**src/rtl/i2c_target_regs.sv**
```systemverilog
`timescale 1ns/1ps
// I2C target with register pointer and auto-increment, oversampled on clk.
// Define I2C_TARGET_FILTER_EN to add a FILTER_LEN-cycle glitch filter on SCL/SDA.
module i2c_target_regs #(
    parameter logic [6:0] I2C_ADDRESS = 7'h48,
    parameter int         REGS        = 16,
    parameter int         FILTER_LEN  = 4,
    localparam int        AW          = $clog2(REGS)
) (
    input  logic          clk,
    input  logic          nreset,
    input  logic          scl_in,
    input  logic          sda_in,
    output logic          sda_oe,
    output logic          wr_strobe,
    output logic [AW-1:0] wr_addr,
    output logic [7:0]    wr_data,
    output logic [AW-1:0] rd_addr,
    input  logic [7:0]    rd_data,
    output logic          busy
);

    if (REGS < 2 || REGS > 256 || (REGS & (REGS - 1)) != 0 || FILTER_LEN < 1) begin : g_cfg_err
        $error("i2c_target_regs: unsupported REGS/FILTER_LEN");
    end

    typedef enum logic [3:0] {
        IDLE, ADDR, ADDR_ACK, PTR, PTR_ACK, WDATA, WDATA_ACK, RDATA, RACK, WAIT_STOP
    } state_t;

    state_t        state, state_nxt;
    logic [1:0]    scl_s, sda_s;
    logic [1:0]    raw, flt;
    logic          scl_f, sda_f, scl_q, sda_q;
    logic          scl_rise, scl_fall, start_det, stop_det;
    logic [3:0]    bit_cnt;
    logic [7:0]    shreg, rx_byte;
    logic          rw;
    logic [AW-1:0] ptr;
    logic          byte_done, addr_hit;

    assign raw = {scl_s[1], sda_s[1]};

`ifdef I2C_TARGET_FILTER_EN
    localparam int CW = $clog2(FILTER_LEN + 1);
    logic [1:0][CW-1:0] flt_cnt;

    // Output follows the raw line only after FILTER_LEN consecutive disagreeing samples.
    always_ff @(posedge clk) begin
        if (!nreset) begin
            flt     <= 2'b11;
            flt_cnt <= '0;
        end else begin
            for (int i = 0; i < 2; i++) begin
                if (raw[i] == flt[i]) begin
                    flt_cnt[i] <= '0;
                end else if (flt_cnt[i] == CW'(FILTER_LEN - 1)) begin
                    flt[i]     <= raw[i];
                    flt_cnt[i] <= '0;
                end else begin
                    flt_cnt[i] <= flt_cnt[i] + 1'b1;
                end
            end
        end
    end
`else
    assign flt = raw;
`endif

    assign scl_f     = flt[1];
    assign sda_f     = flt[0];
    assign scl_rise  = scl_f & ~scl_q;
    assign scl_fall  = ~scl_f & scl_q;
    // Requiring SCL high on both samples keeps START/STOP apart from SCL edges.
    assign start_det = scl_f & scl_q & sda_q & ~sda_f;
    assign stop_det  = scl_f & scl_q & ~sda_q & sda_f;
    assign rx_byte   = {shreg[6:0], sda_f};
    assign byte_done = scl_rise && (bit_cnt == 4'd7);
    assign addr_hit  = (rx_byte[7:1] == I2C_ADDRESS) && (rx_byte[7:1] != 7'd0);
    assign rd_addr   = ptr;

    always_comb begin
        state_nxt = state;
        if (start_det) begin
            state_nxt = ADDR;
        end else if (stop_det) begin
            state_nxt = IDLE;
        end else begin
            case (state)
                ADDR:      if (byte_done) state_nxt = addr_hit ? ADDR_ACK : WAIT_STOP;
                ADDR_ACK:  if (scl_fall && sda_oe) state_nxt = rw ? RDATA : PTR;
                PTR:       if (byte_done) state_nxt = PTR_ACK;
                PTR_ACK:   if (scl_fall && sda_oe) state_nxt = WDATA;
                WDATA:     if (byte_done) state_nxt = WDATA_ACK;
                WDATA_ACK: if (scl_fall && sda_oe) state_nxt = WDATA;
                RDATA:     if (scl_fall && bit_cnt == 4'd8) state_nxt = RACK;
                RACK:      if (scl_rise) state_nxt = sda_f ? WAIT_STOP : RDATA;
                default:   state_nxt = state;
            endcase
        end
    end

    always_ff @(posedge clk) begin
        if (!nreset) begin
            state     <= IDLE;
            scl_s     <= 2'b11;
            sda_s     <= 2'b11;
            scl_q     <= 1'b1;
            sda_q     <= 1'b1;
            bit_cnt   <= '0;
            shreg     <= '0;
            rw        <= 1'b0;
            ptr       <= '0;
            sda_oe    <= 1'b0;
            wr_strobe <= 1'b0;
            wr_addr   <= '0;
            wr_data   <= '0;
            busy      <= 1'b0;
        end else begin
            state     <= state_nxt;
            scl_s     <= {scl_s[0], scl_in};
            sda_s     <= {sda_s[0], sda_in};
            scl_q     <= scl_f;
            sda_q     <= sda_f;
            wr_strobe <= 1'b0;
            if (wr_strobe) ptr <= ptr + 1'b1;

            if (start_det) begin
                bit_cnt <= '0;
                sda_oe  <= 1'b0;
            end else if (stop_det) begin
                sda_oe <= 1'b0;
                busy   <= 1'b0;
            end else begin
                case (state)
                    ADDR, PTR, WDATA: begin
                        if (scl_rise) begin
                            shreg   <= rx_byte;
                            bit_cnt <= bit_cnt + 4'd1;
                        end
                        if (byte_done) begin
                            if (state == ADDR) begin
                                rw <= rx_byte[0];
                                if (addr_hit) busy <= 1'b1;
                            end
                            if (state == PTR) ptr <= rx_byte[AW-1:0];
                            if (state == WDATA) begin
                                wr_strobe <= 1'b1;
                                wr_addr   <= ptr;
                                wr_data   <= rx_byte;
                            end
                        end
                    end
                    // First fall starts the ACK, second fall ends it; sda_oe tells them apart.
                    ADDR_ACK, PTR_ACK, WDATA_ACK: begin
                        if (scl_fall) begin
                            bit_cnt <= '0;
                            if (!sda_oe) begin
                                sda_oe <= 1'b1;
                            end else if (state == ADDR_ACK && rw) begin
                                sda_oe <= ~rd_data[7];
                                shreg  <= {rd_data[6:0], 1'b0};
                            end else begin
                                sda_oe <= 1'b0;
                            end
                        end
                    end
                    RDATA: begin
                        if (scl_rise) bit_cnt <= bit_cnt + 4'd1;
                        if (scl_fall) begin
                            if (bit_cnt == 4'd8) begin
                                sda_oe <= 1'b0;
                            end else if (bit_cnt == 4'd0) begin
                                sda_oe <= ~rd_data[7];
                                shreg  <= {rd_data[6:0], 1'b0};
                            end else begin
                                sda_oe <= ~shreg[7];
                                shreg  <= {shreg[6:0], 1'b0};
                            end
                        end
                    end
                    RACK: begin
                        if (scl_rise && !sda_f) begin
                            ptr     <= ptr + 1'b1;
                            bit_cnt <= '0;
                        end
                    end
                    default: sda_oe <= 1'b0;
                endcase
            end
        end
    end

endmodule

```
**config.mk**
```make
export PLATFORM = sky130hd
export DESIGN_NAME = i2c_target_regs
export DESIGN_NICKNAME = d
export VERILOG_FILES = /design/src/rtl/i2c_target_regs.sv
export SDC_FILE = /design/constraint.sdc
export NUM_CORES = 1
export LEC_CHECK = 0
export ABC_AREA = 1
export CORE_AREA = 2 2 108 84
export DETAILED_ROUTE_END_ITERATION = 10
export DIE_AREA = 0 0 110 86
export PLACE_DENSITY = 0.48
export SYNTH_ARGS = -nofsm -noshare
export SYNTH_HDL_FRONTEND = slang
export SYNTH_SLANG_ARGS = --single-unit
```
**constraint.sdc**
```tcl
create_clock -name clk -period 2.23 [get_ports clk]
set_clock_uncertainty 0.1 [all_clocks]
set_input_delay 0.446 -clock clk [delete_from_list [all_inputs] [get_ports clk]]
set_output_delay 0.446 -clock clk [all_outputs]
set_load 0.03 [all_outputs]
```
==> run summary, run 1 <==
Clock-pin slew was measured on the worst setup and hold paths at 0.09 ns. Summing over every cut layer, the via total after detailed routing is 2,477. After synthesis, the cell types taking the most area are sky130_fd_sc_hd__dfxtp_1 (34%), sky130_fd_sc_hd__nand2_1 (15%), sky130_fd_sc_hd__nor2_1 (10%), sky130_fd_sc_hd__inv_1 (6.4%), sky130_fd_sc_hd__o21ai_0 (6.3%).

sky130_fd_sc_hd__dfxtp_1 takes more of the synthesized area than any other cell. The top cell family by delay on the critical path was buffers and inverters. Setup repair after global routing left no endpoint under its margin. The endpoint kind of the worst setup timing path was an output port. Routability-driven placement finished with a final weighted congestion of 0.8561. The launch point of the critical path was rd_addr[0]. The detailed router finished its first iteration with 105 violations. The vertical die dimension was 86 um; the number of cells after detailed placement was 526. The remaining design rule violation count came out at 0. The number of antenna diodes in the final layout is 0. The share of flip-flops with an asynchronous set or reset is 0%, and the via count of the first global-routing pass is 2,213. The finished cells cover 0.003013 mm2. The post-route setup TNS was 0 ns. The final layout contains 440 nets. Summed over all layers, the global routing overflow is 0. The number of setup buffers added after CTS is 0. Along the worst path, the maximum fanout reaches 6. Across the VDD grid, the largest voltage drop is 350.9 uV.

For this design, the CTS-stage hold fixing added 0 buffers. The tools report the final count of hold timing violations as 0. Across all hold checks on the routed design, the worst slack comes to 0.3183 ns. The minimum clock period came out at 2.011 ns. The worst hold path begins at sda_s[0].

The proportion of synthesized chip area in sequential cells is 33.96%. The die is 110 um wide. Total buffers and inverters traversed by the critical path: 1.

Clock tree synthesis inserted a total of 5 buffers. For the routed wire length, the log shows 6742 um. After legalization and detailed placement, the total HPWL measured 5026 um.

In the synthesized netlist the dominant register cell turns out to be sky130_fd_sc_hd__dfxtp_1. The clock reaches the later pin of the worst-skew pair after 0.29 ns. In the final layout, flip-flops and latches occupy 840.8 um2.

The pre-antenna-repair detailed-routing pass consisted of 4 iterations. The run gives 0.002870 mm2 as the placed standard-cell area. The setup check on the worst reg-to-reg path leaves a slack of 0.37 ns. Synthesis inferred 42 register bits. Timing would allow up to 497.2 MHz. The design draws 2.709 mW. Cells fill 36.26% of the core in the end.

The run gives 1.47 ns as the critical path data arrival time. The startpoint-to-endpoint class of the critical path is reg2out. Number of pins with negative max-slew slack in the final report: 0.

The quantity of I/O buffers inserted on ports was 30. On the critical path, the stage with the largest delay is an instance of sky130_fd_sc_hd__clkdlybuf4s50_1. The area of the die came out at 0.009460 mm2.

The synthesized netlist occupies a cell area of 0.002476 mm2. The library cells used most frequently in the layout, excluding fill and tap cells, are sky130_fd_sc_hd__nand2_1 (98), sky130_fd_sc_hd__nor2_1 (68), sky130_fd_sc_hd__inv_1 (42), sky130_fd_sc_hd__dfxtp_1 (42), sky130_fd_sc_hd__o21ai_0 (31). The power density normalized to cell area is 899.2 mW/mm2. The detail-routed net length per standard cell was 12.63 um; the combined area of the multi-input logic cells was 0.001390 mm2.

The data required time at the worst endpoint is 1.68 ns. The worst setup path is launched from a flop. The maximum number of pins on one net before global-route repair was 28; the top-level I/O count was 31. Distinct cell type count after synthesis: 30.

The relative slew slack is 72.21%. The startpoint of the worst-slack reg-to-reg timing path is state[3]. For this run, the number of Yosys warnings is 0.

After technology mapping, the gate count stands at 393. The all-layer global routing usage is 14.98%. Initial standard-cell utilization of the core: 29.80%. TritonCTS built the clock tree.

The core region is 0.008309 mm2. The worst hold path belongs to the class reg2reg. The analysis attributes to cell leakage a power of 1.366 nW. The critical path goes through clkdlybuf4s50_1. After synthesis, the largest area contributor takes up 33.96% of total cell area.

The count of H-tree levels built during CTS is 2. The count of instances resized after the clock tree is built came out at 0. Setup violations remaining at the end of the flow were counted as 0. The layout has 911 filler cells. The run gives 0.2187 ns as the setup slack of the critical path after layout. The library cell used most frequently in the layout, excluding fill and tap cells, is sky130_fd_sc_hd__nand2_1. The number of rows in the core area was 29; the share of the clock period used by the worst path was 90.19%. In this run, synthesis inferred 0 flip-flops with an integrated enable.

Counting every net in the synthesized netlist gives 408. The detail-routed via count per cell works out to 4.639. The filler-free cell count of the finished design was 534; the per-instance average area after synthesis was 6.301 um2. The tools report the initial antenna violation count as 0. The global-route wire length before repair came out at 11,170 um. The longest individual stage delay on the worst path was 0.71 ns. The number of maximum-capacitance violations came out at 0. The area growth from synthesis to final layout is 21.68%, and the share of cells above drive strength 1 is 9.859%. For this design, the sink count on the clock tree is 42. The flow ran to the end, and the final reports show no timing, DRC or antenna violations. The run gives 0.3469 ns as the placement-stage worst setup slack. The tools report the clock tree root driver cell as sky130_fd_sc_hd__clkbuf_8.

The remaining number of nets flagged by the antenna check after routing is 0, and the transition time at the pin with the least slew margin is 0.4146 ns. The buffer depth of the longest clock path is 2.
## path summary, 6_finish.rpt
path | end | depth (start not counted)
setup / recovery | rd_addr[0] | 1
hold / removal | sda_s[1] | 1
setup reg to reg | shreg[1] | 10
hold reg to reg | sda_s[1] | 1
## sequential cells by signal, indices dropped and copies added, names as in the netlist
register	cells
shreg	8
wr_data	8
bit_cnt	4
rd_addr	4
state	4
wr_addr	4
scl_s	2
sda_s	2
busy	1
rw	1
scl_q	1
sda_oe	1
sda_q	1
wr_strobe	1
## final cells by class
class | count | share of cell area [%]
inverter | 47 | 5.939
sequential | 42 | 27.91
timing repair buffer | 34 | 10.96
clock inverter | 3 | 2.284
clock buffer | 5 | 2.284
tap | 108 | 4.485
multi-input combinational | 295 | 46.14
## report_power, final
group / switching [mW] / total, mW / internal, mW
clock network: 0.289 / 0.738 / 0.449
logic: 0.723 / 1.07 / 0.346
registers: 0.0826 / 0.902 / 0.819
## logic make-up (layout without fill, tap and decap cells)
| logic type | Yosys count | count (layout) | synth area share (%) |
|---|---|---|---|
| AOI/OAI and AO/OA | 58 | 58 | 12.08 |
| xor gates and xnor gates | 3 | 3 | 1.061 |
| adders and majority gates | 3 | 3 | 1.516 |
| buffers and inverters | 56 | 89 | 10.11 |
| DFF | 42 | 42 | 33.96 |
| muxes | 1 | 1 | 0.4043 |
| and+or+nand+nor | 230 | 230 | 40.88 |
## routing by layer
layer  global-route usage, %  vias to the layer above  share of wire (%)
met5                       0                        -                  0
met4                   2.417                        0               0.43
met3                   2.736                        4                5.5
met2                   20.80                       55                 38
met1                   23.85                     1110                 56
li1                        -                     1308                  -
## cell usage after synthesis, types with 3 or more instances
library cell / number
sky130_fd_sc_hd__nand2_2: 9
sky130_fd_sc_hd__nor2_1: 68
sky130_fd_sc_hd__inv_1: 42
sky130_fd_sc_hd__nor3_1: 4
sky130_fd_sc_hd__buf_2: 3
sky130_fd_sc_hd__nand2_1: 98
sky130_fd_sc_hd__ha_1: 3
sky130_fd_sc_hd__nand3_1: 30
sky130_fd_sc_hd__dfxtp_1: 42
sky130_fd_sc_hd__o21ai_0: 31
sky130_fd_sc_hd__nand4_1: 5
sky130_fd_sc_hd__or2_2: 5
sky130_fd_sc_hd__xor2_1: 3
sky130_fd_sc_hd__inv_2: 4
sky130_fd_sc_hd__nor2_2: 3
sky130_fd_sc_hd__a21oi_1: 23
sky130_fd_sc_hd__buf_6: 4
(Power assumes the default switching activity.)
==> run 2: changes to the inputs <==
CTS_CLUSTER_SIZE = 10   (was default)
clock period = 2 ns   (was 2.23 ns; I/O delays follow)
==> run 2 against run 1 <==
Effect of this change:
- first-iteration DRC count rose by 80%
- utilization rose by 0.23 points
- sequential cell count did not move
- routed wire length rose by 0.76%
- via count fell by 0.73%
- setup slack got worse by 0.15 ns
==> run summary, run 2 (same netlist as run 1, synthesis figures left out) <==
The final weighted congestion of routability-driven global placement was 0.9228 (+7.8%). The width of the die was 110 um (unchanged); the maximum number of pins on one net before global-route repair was 23 (-18%). The leakage dissipation was 1.427 nW (+4.4%).

The total global routing overflow is 0 (unchanged). For the remaining design rule violation count, the log shows 0 (unchanged). Setup repair after global routing left no endpoint under its margin.

The power density normalized to cell area is 946.3 mW/mm2 (+5.2%). Critical-path cell with the highest stage delay: sky130_fd_sc_hd__clkdlybuf4s50_1. The cell family contributing the most delay on the critical path is buffers and inverters. Total number of nets in the final design: 445 (+1.1%). The clock input transition at the sequential cells of the worst setup and hold paths is 0.09 ns (about the same), and the via count of the first global-routing pass is 2,241 (+1.3%). The remaining number of nets flagged by the antenna check after routing was 0 (unchanged); the vertical die dimension was 86 um (unchanged). The relative slew slack was 69.97% (-2.2 points).

Startpoint-to-endpoint class of the critical path: reg2out. The logs give 0 (unchanged) for the count of endpoints failing setup in the final report and 2,459 (-0.73%) for the total vias in the final route. The share of cells above drive strength 1 is 11.83% (+2.0 points), and the post-route setup TNS is 0 ns (unchanged).

The global-route wire length before repair was 11,470 um (+2.7%). The library cell used most frequently in the layout, excluding fill and tap cells, is sky130_fd_sc_hd__nand2_1. Based on the critical path, the design can be clocked at up to 518.9 MHz. The number of pins with negative max-slew slack in the final report was 0 (unchanged); the detail-routed via count per cell was 4.562 (-1.6%). Routed wire length: 6793 um (+0.76%). The quantity of I/O buffers inserted on ports was 30 (unchanged).

Initial standard-cell utilization of the core: 29.80% (unchanged). The run gives 323.1 uV (-7.9%) as the peak ir drop on the vdd network. The number of iterations in the first detailed-routing pass is 4 (unchanged), and the minimum clock period is 1.927 ns.

Of the available clock period, the critical path in the final layout requires 96.36%. The signal on the critical path passes through clkdlybuf4s50_1. The area growth from synthesis to final layout is 22.44%. The violation count after the first detailed-routing iteration was 189 (+80%); the longest individual stage delay on the worst path was 0.71 ns (about the same). The all-layer global routing usage is 15.43% (+0.45 points). The transition time at the pin with the least slew margin came out at 0.4480 ns (+0.03335 ns). The worst setup path is captured at an output port. The clock tree root driver cell is sky130_fd_sc_hd__clkbuf_8. Leaving out fill and tap cells, the most frequent cells in the layout are sky130_fd_sc_hd__nand2_1 (98), sky130_fd_sc_hd__nor2_1 (67), sky130_fd_sc_hd__inv_1 (41).

Count of H-tree levels built during CTS: 2 (unchanged). The logs give 1.43 ns (-0.04 ns) for the critical path data arrival time and 0 (unchanged) for the number of maximum-capacitance violations. The detail-routed net length per standard cell was 12.60 um (-0.18%).

TritonCTS built the clock tree. Number of rows in the core area: 29 (unchanged). The worst hold path belongs to the class reg2reg. The highest fanout seen on the critical path was 5 (-1). The total buffers and inverters traversed by the critical path is 1 (unchanged). Placed wire-length estimate: 5092 um (+1.3%). For the number of diodes added for antenna fixing, the log shows 0 (unchanged). In the final layout, the registers with the most flip-flops are shreg: 8 flops, wr_data: 8 flops.

The number of clock sinks is 42 (unchanged), and the final total power is 2.869 mW (+5.9%). The number of buffers inserted during clock tree synthesis is 5 (unchanged), and the area inside the core boundary is 0.008309 mm2 (unchanged). The top-level I/O count is 31 (unchanged). The tools report the initial antenna violation count as 0 (unchanged). The flow ran to the end, and the final reports show no timing, DRC or antenna violations. STA classifies the critical path startpoint as a flop. The data required time at the worst endpoint was 1.50 ns (-0.18 ns); the buffer depth of the longest clock path was 2 (unchanged).

For the area of the die, the log shows 0.009460 mm2 (unchanged). The count of hold buffers inserted by post-cts repair was 0 (unchanged). The logs give 0.31 ns (+0.02 ns) for the source-to-sink clock delay at the later pin of the worst-skew pair and 0 (unchanged) for the final count of hold timing violations.
run 2: repair_timing:
item | CTS | global route
setup endpoints to repair | 0 | 15
resized for setup | 0 | 8
buffers inserted | 0 | 1
run 2: final cells by class:
class,instances,area (um2)
Fill cell,897,5278
Multi-Input combinational cell,295,1393
Sequential cell,42,843.3
Timing Repair Buffer,39,387.9
Inverter,47,178.9
Tap cell,108,135.1
Clock buffer,5,68.82
Clock inverter,3,25.02
run 2: worst paths after layout:
check | startpoint | to | slack (ns) | cells after the start
worst max-delay path | sda_oe | sda_oe | 0.07 | 1
worst min-delay path | scl_s[0] | scl_s[1] | 0.32 | 1
worst max register to register | state[1] | bit_cnt[1] | 0.21 | 7
worst min register to register | scl_s[0] | scl_s[1] | 0.32 | 1
run 2: power by group:
| group | internal, mW | switching, mW | total (mW) |
|---|---|---|---|
| combinational | 0.432 | 0.823 | 1.25 |
| sequential | 0.917 | 0.0886 | 1.01 |
| clock | 0.253 | 0.356 | 0.609 |
run 2: metrics by stage:
stage / worst slack, ns / util, % / instances / cell area, um2 / hold WS (ns)
5_1_grt: 0.01133 / 36.49 / 539 / 3032 / 0.3387
4_1_cts: 0.01768 / 36.03 / 538 / 2994 / 0.3244
2_1_floorplan: 0.4157 / - / 393 / 2476 / 0.2925
3_5_place_dp: 0.1467 / 34.90 / 530 / 2900 / 0.2976
6_report: 0.07285 / 36.49 / 539 / 3032 / 0.3226
3_3_place_gp: 0.1507 / 34.90 / 530 / 2900 / 0.2955
run 2: layer usage:
| metal | share of wire (%) | wire [um] | track usage, % | up-vias |
|---|---|---|---|---|
| met5 | 0 | 0 | 0 | - |
| met1 | 54 | 3681 | 24.27 | 1064 |
| met4 | 0.84 | 57 | 3.913 | 0 |
| met3 | 6.6 | 449 | 3.951 | 6 |
| li1 | - | - | - | 1327 |
| met2 | 38 | 2604 | 20.25 | 62 |
